**src/rtl/alu_pkg.sv**
```systemverilog
`default_nettype none
// ============================================================================
//  Module      : alu_pkg
//  Description : Opcode encoding shared by the pipelined ALU and its core.
//                Opcode is {C1,C2,C3}; bit 2 and bit 1 both set marks the
//                arithmetic pair (ADD/SUB).
//  Revision    : 1.0 - initial release
// ============================================================================
package alu_pkg;

    typedef logic [2:0] alu_op_t;

    localparam alu_op_t OP_NOR  = 3'b000;
    localparam alu_op_t OP_NAND = 3'b001;
    localparam alu_op_t OP_OR   = 3'b010;
    localparam alu_op_t OP_AND  = 3'b011;
    localparam alu_op_t OP_XOR  = 3'b100;
    localparam alu_op_t OP_XNOR = 3'b101;
    localparam alu_op_t OP_ADD  = 3'b110;
    localparam alu_op_t OP_SUB  = 3'b111;

    // True for ADD/SUB: the only ops that use or produce a carry.
    function automatic logic is_arith(input alu_op_t op);
        return op[2] & op[1];
    endfunction

endpackage
`default_nettype wire

```
**src/rtl/alu_core.sv**
```systemverilog
`default_nettype none
// ============================================================================
//  Module      : alu_core
//  Description : Combinational WIDTH-bit ALU function block.
//  Ports       : a, b  - operands
//                op    - opcode (alu_op_t)
//                c     - carry-in, used by ADD/SUB only
//                res   - result
//                cout  - carry-out (0 for logic ops)
//                ovf   - signed overflow (0 for logic ops)
//  Revision    : 1.0 - initial release
// ============================================================================
module alu_core
    import alu_pkg::*;
#(
    parameter int WIDTH = 16
) (
    input  logic [WIDTH-1:0] a,
    input  logic [WIDTH-1:0] b,
    input  alu_op_t          op,
    input  logic             c,
    output logic [WIDTH-1:0] res,
    output logic             cout,
    output logic             ovf
);

    logic [WIDTH-1:0] b_eff;
    logic [WIDTH:0]   sum;

    always_comb begin
        // SUB is a + ~b + c; plain subtraction relies on c = 1.
        b_eff = (op == OP_SUB) ? ~b : b;
        sum   = {1'b0, a} + {1'b0, b_eff} + {{WIDTH{1'b0}}, c};
        res   = '0;
        cout  = 1'b0;
        ovf   = 1'b0;
        case (op)
            OP_NOR:  res = ~(a | b);
            OP_NAND: res = ~(a & b);
            OP_OR:   res = a | b;
            OP_AND:  res = a & b;
            OP_XOR:  res = a ^ b;
            OP_XNOR: res = ~(a ^ b);
            OP_ADD, OP_SUB: begin
                res  = sum[WIDTH-1:0];
                cout = sum[WIDTH];
                // Operands of equal sign producing a result of the other sign.
                ovf  = (a[WIDTH-1] == b_eff[WIDTH-1]) &&
                       (sum[WIDTH-1] != a[WIDTH-1]);
            end
            default: res = '0;
        endcase
    end

endmodule
`default_nettype wire

```
**src/rtl/alu_pipe.sv**
```systemverilog
`default_nettype none
// ============================================================================
//  Module      : alu_pipe
//  Description : Two-stage pipelined ALU with valid/ready on both sides,
//                status flags and a stored carry for multi-word chaining.
//  Ports       : clk, rst_n            - clock, async active-low reset
//                in_valid/in_ready     - operation handshake
//                in_a, in_b, in_op     - operands and opcode
//                in_cin, in_chain      - carry-in / use stored carry
//                out_valid/out_ready   - result handshake
//                out_result            - result
//                out_cout, out_ovf     - carry-out, signed overflow
//                out_zero, out_neg     - result==0, result MSB
//  Revision    : 1.0 - initial release
// ============================================================================
module alu_pipe
    import alu_pkg::*;
#(
    parameter int WIDTH = 16
) (
    input  logic             clk,
    input  logic             rst_n,
    input  logic             in_valid,
    output logic             in_ready,
    input  logic [WIDTH-1:0] in_a,
    input  logic [WIDTH-1:0] in_b,
    input  logic [2:0]       in_op,
    input  logic             in_cin,
    input  logic             in_chain,
    output logic             out_valid,
    input  logic             out_ready,
    output logic [WIDTH-1:0] out_result,
    output logic             out_cout,
    output logic             out_ovf,
    output logic             out_zero,
    output logic             out_neg
);

    // Stage 1: accepted operation
    logic             s1_v_q,     s1_v_d;
    logic [WIDTH-1:0] s1_a_q,     s1_a_d;
    logic [WIDTH-1:0] s1_b_q,     s1_b_d;
    alu_op_t          s1_op_q,    s1_op_d;
    logic             s1_cin_q,   s1_cin_d;
    logic             s1_chain_q, s1_chain_d;

    // Stage 2: computed result and flags
    logic             s2_v_q,     s2_v_d;
    logic [WIDTH-1:0] res_q,      res_d;
    logic             cout_q,     cout_d;
    logic             ovf_q,      ovf_d;
    logic             zero_q,     zero_d;
    logic             neg_q,      neg_d;

    logic             carry_q,    carry_d;

    logic             s2_adv;
    logic             s1_adv;
    logic             accept;
    logic             c_eff;
    logic [WIDTH-1:0] core_res;
    logic             core_cout;
    logic             core_ovf;

    alu_core #(
        .WIDTH (WIDTH)
    ) u_core (
        .a    (s1_a_q),
        .b    (s1_b_q),
        .op   (s1_op_q),
        .c    (c_eff),
        .res  (core_res),
        .cout (core_cout),
        .ovf  (core_ovf)
    );

    always_comb begin
        s2_adv   = !s2_v_q || out_ready;
        s1_adv   = s1_v_q && s2_adv;
        in_ready = !s1_v_q || s2_adv;
        accept   = in_valid && in_ready;

        // carry_q is the carry of the most recent ADD/SUB to enter S2, so a
        // chained op directly behind it sees the fresh value without a bubble.
        c_eff    = s1_chain_q ? carry_q : s1_cin_q;

        s1_v_d     = s1_v_q;
        s1_a_d     = s1_a_q;
        s1_b_d     = s1_b_q;
        s1_op_d    = s1_op_q;
        s1_cin_d   = s1_cin_q;
        s1_chain_d = s1_chain_q;
        s2_v_d     = s2_v_q;
        res_d      = res_q;
        cout_d     = cout_q;
        ovf_d      = ovf_q;
        zero_d     = zero_q;
        neg_d      = neg_q;
        carry_d    = carry_q;

        if (accept) begin
            s1_v_d     = 1'b1;
            s1_a_d     = in_a;
            s1_b_d     = in_b;
            s1_op_d    = alu_op_t'(in_op);
            s1_cin_d   = in_cin;
            s1_chain_d = in_chain;
        end else if (s1_adv) begin
            s1_v_d     = 1'b0;
        end

        if (s1_adv) begin
            s2_v_d = 1'b1;
            res_d  = core_res;
            cout_d = core_cout;
            ovf_d  = core_ovf;
            zero_d = (core_res == '0);
            neg_d  = core_res[WIDTH-1];
            if (is_arith(s1_op_q)) begin
                carry_d = core_cout;
            end
        end else if (s2_adv) begin
            // Result drained with nothing behind it; data regs simply hold.
            s2_v_d = 1'b0;
        end
    end

    always_ff @(posedge clk or negedge rst_n) begin
        if (!rst_n) begin
            s1_v_q     <= 1'b0;
            s1_a_q     <= '0;
            s1_b_q     <= '0;
            s1_op_q    <= OP_NOR;
            s1_cin_q   <= 1'b0;
            s1_chain_q <= 1'b0;
            s2_v_q     <= 1'b0;
            res_q      <= '0;
            cout_q     <= 1'b0;
            ovf_q      <= 1'b0;
            zero_q     <= 1'b0;
            neg_q      <= 1'b0;
            carry_q    <= 1'b0;
        end else begin
            s1_v_q     <= s1_v_d;
            s1_a_q     <= s1_a_d;
            s1_b_q     <= s1_b_d;
            s1_op_q    <= s1_op_d;
            s1_cin_q   <= s1_cin_d;
            s1_chain_q <= s1_chain_d;
            s2_v_q     <= s2_v_d;
            res_q      <= res_d;
            cout_q     <= cout_d;
            ovf_q      <= ovf_d;
            zero_q     <= zero_d;
            neg_q      <= neg_d;
            carry_q    <= carry_d;
        end
    end

    assign out_valid  = s2_v_q;
    assign out_result = res_q;
    assign out_cout   = cout_q;
    assign out_ovf    = ovf_q;
    assign out_zero   = zero_q;
    assign out_neg    = neg_q;

endmodule
`default_nettype wire

```
**config.mk**
```make
export PLATFORM = sky130hd
export DESIGN_NAME = alu_pipe
export DESIGN_NICKNAME = d
export VERILOG_FILES = /design/src/rtl/alu_pkg.sv /design/src/rtl/alu_core.sv /design/src/rtl/alu_pipe.sv
export SDC_FILE = /design/constraint.sdc
export NUM_CORES = 1
export LEC_CHECK = 0
export BUFFER_PORTS_ARGS = -buffer_cell sky130_fd_sc_hd__buf_2
export CORE_ASPECT_RATIO = 1.25
export CORE_MARGIN = 10
export CORE_UTILIZATION = 35
export CTS_BUF_LIST = sky130_fd_sc_hd__clkbuf_8
export CTS_CLUSTER_DIAMETER = 30
export DETAILED_ROUTE_END_ITERATION = 7
export GPL_ROUTABILITY_DRIVEN = 0
export MAX_ROUTING_LAYER = met4
export PLACE_DENSITY_LB_ADDON = 0.3
export SYNTH_ARGS = -nofsm -noshare
export SYNTH_HDL_FRONTEND = slang
export SYNTH_HIERARCHICAL = 1
export SYNTH_SLANG_ARGS = --single-unit
```
**constraint.sdc**
```tcl
create_clock -name clk -period 3.7 [get_ports clk]
set_input_delay 0.74 -clock clk [delete_from_list [all_inputs] [get_ports clk]]
set_output_delay 0.74 -clock clk [all_outputs]
set_load 0.02 [all_outputs]
```
=== Word-level counts from Yosys, hierarchy flattened ===
Index checks and enable logic that the tools add are counted.

* Input port bits: 41
* Output and inout bits: 22
* Logic and storage cells: 54
* Flip-flop bits (word level): 60
* Bits in latches: 0
* Memories kept: 0
* RAM bits: 0
* Bits in read-only memories: 0

* Multiply operators: 0
* $add $sub $neg: 2
* Magnitude comparators: 0
* Shifts and indexed selects: 0
* Div/mod/pow operators: 0
* Bitwise gates (word level): 8
* Reduce and logical (&&, ||, !) cells: 13
* Eq/ne operators: 9
* Mux-type cells: 9

{| class="wikitable"
|+ Operators with widths
! kind !! count
|-
| one-hot mux 16 bit (7 select lines) || 1
|-
| NOT 16 bit || 4
|-
| adder 16 x 16 -> 17 bit || 1
|-
| adder 17 x 1 -> 17 bit || 1
|-
| bitwise AND 16 bit || 1
|-
| zero test 16 bit || 1
|-
| 2-to-1 mux 16 bit || 1
|-
| OR 16 bit || 1
|-
| bitwise XOR 16 bit || 1
|-
| equality test 3 bit, second input constant || 4
|-
| 2-to-1 mux 1 bit || 7
|-
| equality test 3 x 2 -> 1 bit, second input constant || 2
|-
| nonzero test 2 bit || 2
|-
| equality test 3 x 1 -> 1 bit, second input constant || 1
|-
| logical AND 1 bit || 3
|-
| zero test 3 bit || 1
|-
| zero test 1 bit || 2
|-
| logical OR 1 bit || 2
|-
| AND reduction 2 bit || 1
|-
| OR reduction 2 bit || 1
|-
| bitwise AND 1 bit || 1
|-
| equality test 1 bit || 1
|-
| != test 1 bit || 1
|}

=== Logic depth before layout (Yosys ltp) ===
* Depth in word-level cells: 7
* Mapped depth: 17
* Mapped depth without buffers: 16

=== Modules after synthesis ===
The synthesis kept the hierarchy.

{| class="wikitable"
|+ By module, submodules not included
! module !! instances !! sequential area each (um2) !! cells an instance !! area each (um2)
|-
| alu_pipe || 1 || 1,476.4 || 135 || 2,434.8
|-
| alu_core || 1 || 0.0 || 347 || 2,384.8
|}

=== Least setup slack after synthesis ===
No wires, ideal clock.

* Kind: reg2reg
* Start: register s1_op_q[2]
* End: register zero_q, in the netlist out_zero
* Required time: 3.621 ns
* Stages on the path, launching flop included: 18
* Arrival: 3.373 ns
* Path slack: 0.248 ns
* Buffers on the path: 1
* Cell sequence: dfrtp_1 > inv_1 > nor2_1 > nand2_1 > buf_2 > xnor2_1 > fa_1 > inv_1 > fa_1 > a21o_1 > nand3_1 > a211oi_1 > o32a_1 > xnor2_1 > a21oi_1 > nor4_1 > nand4_1 > mux2i_1

* Longest elaborated chain between the ends: 6
* Elaborated cells between the ends (all ways): 14

{| class="wikitable"
|+ Ends and longest elaborated chain
! item !! RTL line !! text
|-
| start, declared || alu_pipe.sv:43 || <nowiki>alu_op_t s1_op_q, s1_op_d;</nowiki>
|-
| start signal, assigned || alu_pipe.sv:147 || <nowiki>s1_op_q <= s1_op_d;</nowiki>
|-
| equality test 3 bit || alu_core.sv:32, alu_core.sv:37 ||
|-
| 2-to-1 mux 16 bit || alu_core.sv:32 || <nowiki>b_eff = (op == OP_SUB) ? ~b : b;</nowiki>
|-
| adder 16 x 16 -> 17 bit || alu_core.sv:33 || <nowiki>sum = {1'b0, a} + {1'b0, b_eff} + {{WIDTH{1'b0}}, c};</nowiki>
|-
| adder 17 x 1 -> 17 bit || alu_core.sv:33 ||
|-
| one-hot mux 16 bit (7 select lines) * || alu_core.sv:37 || <nowiki>case (op)</nowiki>
|-
| net core_res[14] || alu_pipe.sv:61 || <nowiki>logic [WIDTH-1:0] core_res;</nowiki>
|-
| zero test 16 bit * || alu_pipe.sv:117 || <nowiki>zero_d = (core_res == '0);</nowiki>
|-
| end signal, assigned || alu_pipe.sv:154 || <nowiki>zero_q <= zero_d;</nowiki>
|-
| end, declared || alu_pipe.sv:52 || <nowiki>logic zero_q, zero_d;</nowiki>
|}

Mark *: on every way through the listed nets, which the timed path passes. The rest lies on a longest branch.
A chain may end at the register's enable or synchronous reset.

=== Final worst setup path ===
Ends and elaborated chain as after synthesis.

==> impl_metrics.csv <==
group,metric,value,unit
clock_tree,cts_num_sinks,59,
logic_synthesis,synth_simple_gate_area_share,9.11,%
logic_synthesis,synth_fa_ha_area_share,13.0,%
floorplan,coreArea,13300,sq um
sta,fmax,300,MHz
drt,drc,0,
power_and_ir_drop,comb_power_share,52.6,%
grt,grt_pass1_wl,20000,um
worst_setup_path,worstPathArrival,3.61,ns
final_layout,diodes,0,
hold_path,whs_endpoint,"carry_q$_DFFE_PN0P_",
floorplan,io_pins,63,
logic_synthesis,yosys_warnings,6,
power_and_ir_drop,p_leak,2.62,nW
sta,slew_violations,0,
grt,antenna_found_initial,0,
worst_setup_path,crit_required,3.98,ns
logic_synthesis,synth.most_common_cell,"dfrtp_1",
clock_tree,path_clk_slew,0.07,ns
logic_synthesis,synth-main-ff-cell,"dfrtp_1",
worst_setup_path,path_cells,"inv_1 > nor2_2 > nand2_4 > xnor2_1 > fa_1 > inv_1 > fa_1 > a21oi_1 > o32ai_1 > mux2_2 > o22a_1 > nor4_1 > nand4_1 > mux2i_1",
drt,num_vias,3751,
logic_synthesis,syn_nets,572,
worst_setup_path,rrSetupSlack,0.36,ns
logic_synthesis,synth_seq_cells,59,
logic_synthesis,synth.area.top_cells,"dfrtp_1, ha_1, mux2_4",
placement,dpl.hpwl,9480,um
flow_run,maxCapViolCount,0,
final_layout,num-fill-cells,1320,
power_and_ir_drop,switching_share,41.1,%
sta,rsz0062_at_grt,"false",
clock_tree,clock_latency,0.35,ns
final_layout,final_core_util,40.9,%
worst_setup_path,crit_family,"simple AND/OR/NAND/NOR gates",
clock_tree,cts_buffers,9,
logic_synthesis,synth_top_family_by_area,"multiplexers",
sta,hold_viol,0,
logic_synthesis,ys_types,61,
power_and_ir_drop,clkPwrFrac,18.7,%
clock_tree,cts_tree,"yes",
clock_tree,h-tree-depth,3,
worst_setup_path,startpoint_type,"flop",
clock_tree,post_cts_buffers,0,
worst_setup_path,max_stage_delay,0.44,ns
logic_synthesis,synth_cells,482,
sta,max_slew_margin,30.4,%
outcome,status,"complete, no violations",
grt,groute.usage.overall,13.5,%
power_and_ir_drop,p_int,1.93,mW
grt,grt-ovfl-total,0,
sta,tightest_slew,1.04,ns
logic_synthesis,synth-compound-area-share,17.1,%
logic_synthesis,async_reset_ff_share,100,%
final_layout,synthToLayoutAreaGrowth,13.2,%
clock_tree,cts_root_buf,"clkbuf_8",
floorplan,die-area,18900,sq um
floorplan,die_h,151,um
logic_synthesis,synthMuxAreaShare,17.2,%
logic_synthesis,yosys.area.top_type,"dfrtp_1",
drt,drt-initial-drc-count,227,
power_and_ir_drop,switchingPower,1.35,mW
hold_path,hold_path_startpoint,"carry_q$_DFFE_PN0P_",
logic_synthesis,synth_area_per_cell,10.0,sq um
sta,setup_viol,0,
worst_setup_path,timing.rr.start,"s1_op_q[2]$_DFFE_PN0P_",
worst_setup_path,setup.worst_path.end_class,"flop",
logic_synthesis,ys_seq_area_share,30.6,%
worst_setup_path,reg2reg_depth,14,
grt,grt_pass1_vias,3931,
floorplan,start_util,36.1,%
power_and_ir_drop,p_seq_share,28.6,%
drt,wl_per_cell,17.6,um
drt,antenna_left,0,
power_and_ir_drop,p_per_area,600,nW/um^2
power_and_ir_drop,ir_worst_vdd,196,uV
hold_path,hold_path.class,"reg2reg",
logic_synthesis,synth_xor_area_share,6.18,%
final_layout,finalNetCount,628,
logic_synthesis,synth_common_cells,"dfrtp_1, ha_1, a21oi_1, inv_1, mux2_4",
sta,finalCritPeriodShare,90.1,%
grt,grt_max_degree,54,
logic_synthesis,syn-cell-area,4820,sq um
logic_synthesis,synth_top_area_share,30.6,%
sta,setup_tns,0,ns
worst_setup_path,critPathKind,"reg2reg",
clock_tree,cts_buffer_depth,2,
drt,viasPerCell,5.27,
sta,skew,0.0139,ns
sta,period_needed,3.34,ns
drt,drt_wl_total,12500,um
worst_setup_path,path_buf_inv,2,
floorplan,num_rows,47,
placement,io_buffers,62,
logic_synthesis,synth-edff-count,0,
drt,firstDrtPassIters,5,
worst_setup_path,r2r_end,"out_zero$_DFFE_PN0P_",
hold_path,hold_depth,1,
floorplan,die_x,125,um
final_layout,layout-drive-gt1-share,29.0,%
worst_setup_path,cp_slowest_cell,"nor4_1",
worst_setup_path,crit_fanout,8,
-- through the flow --
stage               power [mW]  setup slack [ns]  hold slack [ns]  cell area, sq um  instances
global route              3.52            0.0448            0.521              5460        712
finish                    3.27             0.365            0.503              5460        712
detailed placement        2.66             0.152            0.491              5240        698
CTS                       3.29             0.123            0.507              5440        712
global placement          2.62             0.251            0.489              5240        698
floorplan                 2.22             0.248            0.444              4820        482
-- how the worst max path moves through the flow --
stage	start	to	slack, ns	depth (start not counted)
floorplan	s1_op_q[2]$_DFFE_PN0P_	out_zero$_DFFE_PN0P_	0.25	17
global placement	s1_op_q[2]$_DFFE_PN0P_	out_zero$_DFFE_PN0P_	0.25	14
detailed placement	s1_op_q[2]$_DFFE_PN0P_	out_zero$_DFFE_PN0P_	0.15	16
CTS	s1_op_q[2]$_DFFE_PN0P_	out_zero$_DFFE_PN0P_	0.12	16
global route	s1_op_q[2]$_DFFE_PN0P_	out_zero$_DFFE_PN0P_	0.04	16
finish	s1_op_q[2]$_DFFE_PN0P_	out_zero$_DFFE_PN0P_	0.36	14
-- kinds of logic (layout without fill, tap and decap cells) --
family,Yosys count,in the layout
compound gates,122,122
simple gates,86,86
buf+inv,68,127
mux,64,64
flops,59,59
fa+ha+maj,49,49
xor+xnor,34,34
-- per-layer routing --
layer	part of all wire, %	global-route usage, %	up-vias
met5	0	-	-
met4	3.9	8.02	0
met3	2.1	1.68	27
met2	55	25.1	82
met1	39	13.4	1815
li1	-	-	1827
-- worst reg2reg max path: cells and delay by family (launching register included) --
family / cells / cell delay [ns]
DFF: 1 / 0.34
adders and majority gates: 2 / 0.80
AOI/OAI and AO/OA: 3 / 0.49
xor gates and xnor gates: 1 / 0.16
and+or+nand+nor: 4 / 0.89
buffers and inverters: 2 / 0.14
muxes: 2 / 0.44
-- final cells by class --
| class | count | area [sq um] | area share, % |
|---|---|---|---|
| repair buffers | 70 | 370 | 6.79 |
| clock inverters | 2 | 35.0 | 0.642 |
| well taps | 171 | 214 | 3.92 |
| flip-flops and latches | 59 | 1480 | 27.1 |
| clock buffers | 12 | 165 | 3.03 |
| inverters | 43 | 161 | 2.96 |
| multi-input cells | 355 | 3030 | 55.6 |
-- power groups by stage --
stage,Combinational [mW],Sequential (mW),Clock [mW]
floorplan,1.19,1.03,0
global placement,1.67,0.950,0
detailed placement,1.71,0.954,0
CTS,1.72,0.943,0.630
global route,1.90,0.965,0.654
finish,1.72,0.937,0.613
-- state kept, by name, indices dropped and copies added (netlist names) --
| name | count |
|---|---|
| s1_cin_q | 1 |
| out_valid | 1 |
| out_zero | 1 |
| out_cout | 1 |
| s1_b_q | 16 |
| out_ovf | 1 |
| s1_op_q | 3 |
| out_result | 16 |
| s1_chain_q | 1 |
| s1_v_q | 1 |
| carry_q | 1 |
| s1_a_q | 16 |
-- repair_timing --
| action | 4_1_cts | 5_1_grt |
|---|---|---|
| gates resized for setup | 0 | 4 |
| endpoints found under the setup margin | 0 | 1 |
| hold buffers | 0 | 0 |
| hold endpoints to repair | 0 | 0 |
-- cells in the final DEF (no fill, tap or decap), types with 2 or more instances in the layout --
| master | netlist | layout |
|---|---|---|
| ha_1 | 47 | 47 |
| nand2_4 | 1 | 2 |
| and2_1 | 2 | 2 |
| o22a_1 | 4 | 4 |
| nand2_1 | 24 | 23 |
| o21ai_0 | 17 | 17 |
| nor2_1 | 26 | 25 |
| nor2b_1 | 2 | 2 |
| nand3_1 | 6 | 6 |
| xnor2_1 | 27 | 27 |
| o221ai_1 | 9 | 9 |
| xor2_1 | 7 | 7 |
| a21boi_0 | 2 | 2 |
| nand4_1 | 3 | 3 |
| clkbuf_8 | 0 | 12 |
| nand2b_1 | 4 | 4 |
| fa_1 | 2 | 2 |
| inv_1 | 43 | 43 |
| a2bb2oi_1 | 6 | 6 |
| or3_1 | 2 | 2 |
| dfrtp_1 | 59 | 59 |
| nor4_1 | 4 | 3 |
| mux2_2 | 29 | 29 |
| mux2i_1 | 5 | 5 |
| o211ai_1 | 7 | 7 |
| a21o_1 | 4 | 4 |
| a31oi_1 | 2 | 2 |
| mux2_4 | 30 | 30 |
| o22ai_1 | 6 | 6 |
| o21a_1 | 5 | 5 |
| buf_2 | 9 | 62 |
| nor3_1 | 4 | 4 |
| buf_4 | 1 | 8 |
| a21oi_1 | 44 | 44 |
Power figures use the tool's default switching activity.
